### src/rtl/ripple_mon_pkg.sv
// Shared types and helpers for the ripple counter monitor.
// Holds the monitor state encoding and the all-ones constant builder.
package ripple_mon_pkg;

  typedef enum logic [1:0] {
    INIT  = 2'd0,
    TRACK = 2'd1,
    ERROR = 2'd2
  } state_t;

  function automatic logic [31:0] all_ones(input int unsigned w);
    logic [31:0] r;
    r = '0;
    for (int i = 0; i < 32; i++)
      if (i < w) r[i] = 1'b1;
    return r;
  endfunction

endpackage

### src/rtl/cnt_sync_stable.sv
// Two-flop capture of the asynchronous ripple counter value.
// A sample counts as stable when both flops agree.
module cnt_sync_stable
  import ripple_mon_pkg::*;
#(
  parameter int WIDTH = 4
) (
  input  logic             CLK,
  input  logic             Reset,
  input  logic [WIDTH-1:0] cnt_in,
  output logic [WIDTH-1:0] sample,
  output logic             stable
);

  localparam logic [WIDTH-1:0] ONES = WIDTH'(all_ones(WIDTH));

  logic [WIDTH-1:0] s1;
  logic [WIDTH-1:0] s2;

  always_ff @(posedge CLK or posedge Reset) begin
    if (Reset) begin
      s1 <= ONES;
      s2 <= ONES;
    end else begin
      s1 <= cnt_in;
      s2 <= s1;
    end
  end

  assign sample = s2;
  assign stable = (s1 == s2);

endmodule

### src/rtl/ripple_count_monitor.sv
// Tracks a ripple down counter in the CLK domain, emitting step/wrap
// events, a saturating wrap tally and a sticky illegal-transition flag.
module ripple_count_monitor
  import ripple_mon_pkg::*;
#(
  parameter int WIDTH  = 4,
  parameter int WRAP_W = 8
) (
  input  logic              CLK,
  input  logic              Reset,
  input  logic              clear,
  input  logic [WIDTH-1:0]  cnt_in,
  output logic [WIDTH-1:0]  cnt_val,
  output logic              cnt_valid,
  output logic              step_pulse,
  output logic              wrap_pulse,
  output logic [WRAP_W-1:0] wrap_count,
  output logic              err
);

  localparam logic [WIDTH-1:0]  ONES = WIDTH'(all_ones(WIDTH));
  localparam logic [WRAP_W-1:0] WMAX = WRAP_W'(all_ones(WRAP_W));

  state_t           state;
  logic [WIDTH-1:0] sample;
  logic             stable;
  logic [WIDTH-1:0] dec;

  cnt_sync_stable #(
    .WIDTH (WIDTH)
  ) u_sync (
    .CLK    (CLK),
    .Reset  (Reset),
    .cnt_in (cnt_in),
    .sample (sample),
    .stable (stable)
  );

  assign dec = cnt_val - 1'b1;

  always_ff @(posedge CLK or posedge Reset) begin
    if (Reset) begin
      state      <= INIT;
      cnt_val    <= ONES;
      cnt_valid  <= 1'b0;
      step_pulse <= 1'b0;
      wrap_pulse <= 1'b0;
      wrap_count <= '0;
      err        <= 1'b0;
    end else begin
      step_pulse <= 1'b0;
      wrap_pulse <= 1'b0;
      if (clear) begin
        state      <= INIT;
        cnt_valid  <= 1'b0;
        wrap_count <= '0;
        err        <= 1'b0;
      end else if (stable) begin
        unique case (state)
          INIT: begin
            cnt_val   <= sample;
            cnt_valid <= 1'b1;
            state     <= TRACK;
          end
          TRACK: begin
            if (sample == dec) begin
              cnt_val    <= sample;
              step_pulse <= 1'b1;
              // 0 -> all-ones is the only decrement that wraps
              if (cnt_val == '0) begin
                wrap_pulse <= 1'b1;
                if (wrap_count != WMAX)
                  wrap_count <= wrap_count + 1'b1;
              end
            end else if (sample != cnt_val) begin
              cnt_val <= sample;
              err     <= 1'b1;
              state   <= ERROR;
            end
          end
          ERROR: begin
            cnt_val <= sample;
          end
          default: begin
            state <= INIT;
          end
        endcase
      end
    end
  end

endmodule

### config.mk
export PLATFORM = sky130hd
export DESIGN_NAME = ripple_count_monitor
export DESIGN_NICKNAME = d
export VERILOG_FILES = /design/src/rtl/ripple_mon_pkg.sv /design/src/rtl/cnt_sync_stable.sv /design/src/rtl/ripple_count_monitor.sv
export SDC_FILE = /design/constraint.sdc
export NUM_CORES = 1
export LEC_CHECK = 0
export CAP_MARGIN = 0
export CORE_MARGIN = 2
export CORE_UTILIZATION = 28
export DETAILED_ROUTE_END_ITERATION = 12
export DONT_BUFFER_PORTS = 1
export PLACE_DENSITY = 0.38
export SLEW_MARGIN = 5
export SYNTH_ARGS = -nofsm -noshare
export SYNTH_HDL_FRONTEND = slang
export SYNTH_SLANG_ARGS = --single-unit
### constraint.sdc
create_clock -name CLK -period 4.8 [get_ports CLK]
set_clock_uncertainty 0.15 [all_clocks]
set_input_delay 0.72 -clock CLK [delete_from_list [all_inputs] [get_ports CLK]]
set_output_delay 0.72 -clock CLK [all_outputs]
set_load 0.05 [all_outputs]
==> Word level (Yosys, flattened, before mapping) <==
Index checks and enable logic that the tools add are counted.
{ "word_totals": {"register_bits": 26, "output_inout_bits": 16} }
{ "op_classes": {"muxes": 31, "bitwise_logic": 1, "eq_ne": 11, "n_addsub": 2, "n_reduce_logical": 16} }
{ "op_table": {"columns": ["cell", "n"], "rows": [
  ["two-way mux 8 bit", 6],
  ["two-way mux 1 bit", 17],
  ["nonzero test 2 bit", 8],
  ["AND reduction 4 bit", 3],
  ["inequality test 3 bit, second input constant", 3],
  ["adder 8 x 1 -> 8 bit, second input constant", 1],
  ["== test 4 bit", 2],
  ["two-way mux 2 bit", 4],
  ["two-way mux 4 bit", 2],
  ["inequality test 8 bit, second input constant", 1],
  ["case mux 4 bit (2 select lines)", 1],
  ["case mux 2 bit (3 select lines)", 1],
  ["AND reduction 5 bit", 1],
  ["zero test 4 bit", 1],
  ["inequality test 2 bit, second input constant", 2],
  ["inequality test 4 bit", 1],
  ["subtractor 4 x 1 -> 4 bit, second input constant", 1],
  ["== test 2 x 1 -> 1 bit, second input constant", 1],
  ["== test 2 bit, second input constant", 1],
  ["zero test 2 bit", 1],
  ["AND reduction 2 bit", 1],
  ["OR reduction 2 bit", 1],
  ["NOT 1 bit", 1]
]} }

==> Logic depth before layout (Yosys ltp) <==
{ "logic_depth": {"depth_word": 7, "ltp_mapped": 7} }

==> Hierarchy <==
Synthesis repeated with hierarchy kept, for this count alone.
{ "hier_totals": {"hier_cells": 107, "area_unflattened_um2": 1231.2} }
{ "by_module_without_submodules": {"columns": ["module", "cells_per_inst", "n_inst", "area_per_inst_um2"], "rows": [
  ["ripple_count_monitor", 93, 1, 969.7],
  ["cnt_sync_stable", 14, 1, 261.5]
]} }

==> Least setup slack after synthesis <==
OpenSTA, ideal clock, no wires.
{ "synth_timing": {"path_kind": "reg-to-reg", "startpoint": "register cnt_val[0]", "endpoint": "register wrap_count[5]", "setup_slack_ps": 2078, "arrival_ps": 2494, "required_time_ps": 4572, "stages_incl_launch_ff": 8, "cell_sequence": "dfstp_2 > inv_1 > ha_1 > xnor2_1 > or2_1 > or4_4 > or4_1 > a21oi_1"} }
{ "synth_via": {"elab_chain_cells": 4, "elab_cells_between_ends": 6} }
{ "synth_lines": {"columns": ["element", "line", "rtl"], "rows": [
  ["from (decl)", "ripple_count_monitor.sv:13", "output logic [WIDTH-1:0] cnt_val,"],
  ["from (signal assigned)", "ripple_count_monitor.sv:61", "cnt_val <= sample;"],
  ["from (signal assigned)", "ripple_count_monitor.sv:67", "cnt_val <= sample;"],
  ["from (signal assigned)", "ripple_count_monitor.sv:76", "cnt_val <= sample;"],
  ["subtractor 4 x 1 -> 4 bit", "ripple_count_monitor.sv:39", "assign dec = cnt_val - 1'b1;"],
  ["== test 4 bit", "ripple_count_monitor.sv:66", "if (sample == dec) begin"],
  ["nonzero test 2 bit (no line)", null, null],
  ["AND reduction 5 bit (no line) *", null, null],
  ["to (signal assigned)", "ripple_count_monitor.sv:73", "wrap_count <= wrap_count + 1'b1;"],
  ["to (decl)", "ripple_count_monitor.sv:17", "output logic [WRAP_W-1:0] wrap_count,"]
]} }
Every way passes the cells marked *; elsewhere a longest branch is shown, timed or not.
A chain may end at the register's enable or synchronous reset.

==> Worst setup path after layout <==
{ "layout_timing": {"startpoint": "register cnt_val[0]", "endpoint": "register wrap_count[7]"} }
Same word-level chain as after synthesis.

==> results.cfg <==
[synth]
synth-simple-area-share_pct = 22.4
yosys-top-cells-area = dfrtp_1 (28%), dfstp_2 (25%), xnor2_1 (4.9%)
syn_area_um2 = 1260
ys_warn_count = 0
synth_adder_area_share_pct = 1.98
synth_top_family_by_area = simple AND/OR/NAND/NOR gates
yosys.area.top_type = dfrtp_1
synth_seq_area_share_pct = 52.7
syn_nets = 123
syn_inst = 114
synthMuxAreaShare_pct = 3.57
synthDistinctLibCells = 33
netlist.area_leader.share_pct = 27.8
ys_ff_latch = 26
synth_xor_xnor_area_share_pct = 7.63
synth_compound_area_share_pct = 9.22
synth.avg_cell_area_um2 = 11.1

[timing]
fin_crit_sh_pct = 59.2
max_freq_ghz = 0.352
relSlewSlack_pct = 35.0
rsz0062_at_grt = no
fin_setup_tns_ns = 0
setup_viol = 0
min_period_ns = 2.84
whs_ns = 0.226
hold_viol_final = 0
drv_slew = 0
worstMarginPinSlew_ns = 0.974

[clock_network]
cts_buffer_depth = 2
ctsHoldBuffers = 0
clk_pin_slew_ns = 0.09
cts_max_level = 1
cts-root-buf = clkbuf_8
clk_latency_ns = 0.27
numCtsBuffers = 3
post_cts_buffers = 0
cts_tree = yes
cts_num_sinks = 26
cts_resized = 0

[grt]
grt_usage_pct = 10.8
gr-total-overflow = 0
antenna_found_initial = 0
grt_pass1_vias = 841
grt_max_degree = 27
grt_pass1_wl_mm = 4.29

[placed_design]
portBuffers = 0
dp_hpwl_mm = 1.82
dp.cells = 165
globalplace.congestion = 0.724

[setup_path]
reg2reg_depth = 7
crit_path_start_kind = flop
arrival_ns = 2.89
r2r_slack_ns = 1.96
regToRegStartpoint = cnt_val[0]
crit_type = reg -> reg
rr_endpoint = wrap_count[7]
crit_required_ns = 4.86
critPathMaxFanout = 6
crit_path_end_kind = flop
startpoint = cnt_val[0]

[run_status]
status = complete, no violations

[min_path]
hold_depth = 0
hold_path_class = reg -> reg
hold_end = u_sync.sample[0]
worstHoldStart = u_sync.s1[0]

[layout]
synthToLayoutAreaGrowth_pct = 9.71
final_nets = 127
drive_gt1_share_pct = 21.4
stdcell_count = 169
final.fill_count = 432
utilization_pct = 31.8
diodes = 0

[detailed_routing]
drc = 0
drt_iter0_markers = 54
avgViaCountPerCell = 4.96
wl_per_cell_um = 14.9
firstDrtPassIters = 4
dr_total_vias = 839
ant_nets = 0
routed_wl_mm = 2.51

[job]
cap_violations = 0

[pwr]
p_sw_w = 0.000200
p_int_w = 0.000398
ir_worst_vdd_v = 0.000269
power_frac_seq_pct = 54.4
power_frac_comb_pct = 18.6
switching_share_pct = 33.4
power.share.clock_pct = 27.0
power.density_nw_per_um2 = 432
p_leak_nw = 0.514

[floorplan]
initial_core_util_pct = 29.0
die_x_um = 71.1
fp-row-count = 24
die_y_um = 71.1
coreArea_um2 = 4350
dieArea_um2 = 5060
ioPinCount = 23
critical path, cell delays in order (launching register included):
cell and delay [ns]:
dfstp_2 0.74, inv_1 0.08, ha_1 0.31, xnor2_1 0.13
or2_1 0.24, or4_4 0.55, or4_1 0.41, a21oi_1 0.15
synthesized netlist by cell type:
master	instances
nand4b_1	2
and2b_1	1
nor4b_1	1
or4_4	1
nand4_1	4
nor3_1	4
nand3_1	1
dlygate4sd1_1	1
nand2_1	7
mux2_2	4
nor2_1	7
o31ai_1	3
and4_1	1
nor4_4	1
a21oi_1	10
or3_1	3
or2_1	1
or4_1	2
nor3b_1	2
a2111oi_0	1
and3_1	1
and4bb_2	2
dfstp_2	12
o21ai_0	4
nand2b_1	2
xnor2_1	7
inv_1	6
o31a_1	1
xor2_1	4
ha_1	2
or2_2	1
dfrtp_1	14
a31oi_1	1
worst max-delay path by stage:
stage	end	depth (start not counted)	slack, ns
floorplan	wrap_count[5]	7	2.08
global placement	wrap_count[5]	7	2.01
detailed placement	wrap_count[7]	7	1.98
CTS	wrap_count[7]	7	1.95
global route	wrap_count[5]	7	1.81
finish	wrap_count[7]	7	1.96
layout make-up:
type | count | area [µm²] | area share, %
Multi-Input combinational cell | 81 | 566 | 40.8
Inverter | 6 | 22.5 | 1.63
Tap cell | 52 | 65.1 | 4.70
Clock buffer | 4 | 66.3 | 4.79
Sequential cell | 26 | 666 | 48.1
cell families after synthesis:
kind of cell	count (synthesis)
buf+inv	7
compound gates	20
fa+ha+maj	2
mux	4
flops	26
simple gates	44
xor+xnor	11
placed cells by master (no fill, tap or decap), drive strengths merged, types with 2 or more instances in the layout:
cell type,count
a21oi,10
and4bb,2
clkbuf,4
dfrtp,14
dfstp,12
ha,2
inv,6
mux2,4
nand2,7
nand2b,2
nand4,4
nand4b,2
nor2,7
nor3,4
nor3b,2
o21ai,4
o31ai,3
or2,2
or3,3
or4,3
xnor2,7
xor2,4
sequential cells by signal (all words and copies together) (netlist names):
name and count:
cnt_val 4, step_pulse 1, wrap_pulse 1, u_sync.s1 4, state 2, wrap_count 8
cnt_valid 1, u_sync.sample 4, err 1
stage by stage:
step / worst slack, ns / total power, W / cell area [µm²]
detailed placement: 1.98 / 0.000443 / 1320
CTS: 1.95 / 0.000611 / 1390
finish: 1.96 / 0.000598 / 1390
global route: 1.81 / 0.000636 / 1390
global placement: 2.01 / 0.000443 / 1320
floorplan: 2.08 / 0.000421 / 1260
power by group through the flow:
stage / clock network [W] / logic (W) / registers, W
final: 0.000161 / 0.000111 / 0.000326
after global routing: 0.000178 / 0.000127 / 0.000331
after floorplan: 0 / 0.0000975 / 0.000323
after CTS: 0.000171 / 0.000113 / 0.000327
after detailed placement: 0 / 0.000113 / 0.000331
after global placement: 0 / 0.000113 / 0.000330
routing by layer:
layer / part of all wire [%] / wire length (µm) / global-route usage (%) / vias up
met5: 0 / 0 / 0 / -
met4: 0.68 / 17 / 2.52 / 0
met3: 7.0 / 176 / 4.84 / 2
met2: 50 / 1260 / 17.1 / 21
met1: 42 / 1060 / 13.7 / 397
li1: - / - / - / 419
Power figures use the tool's default switching activity.
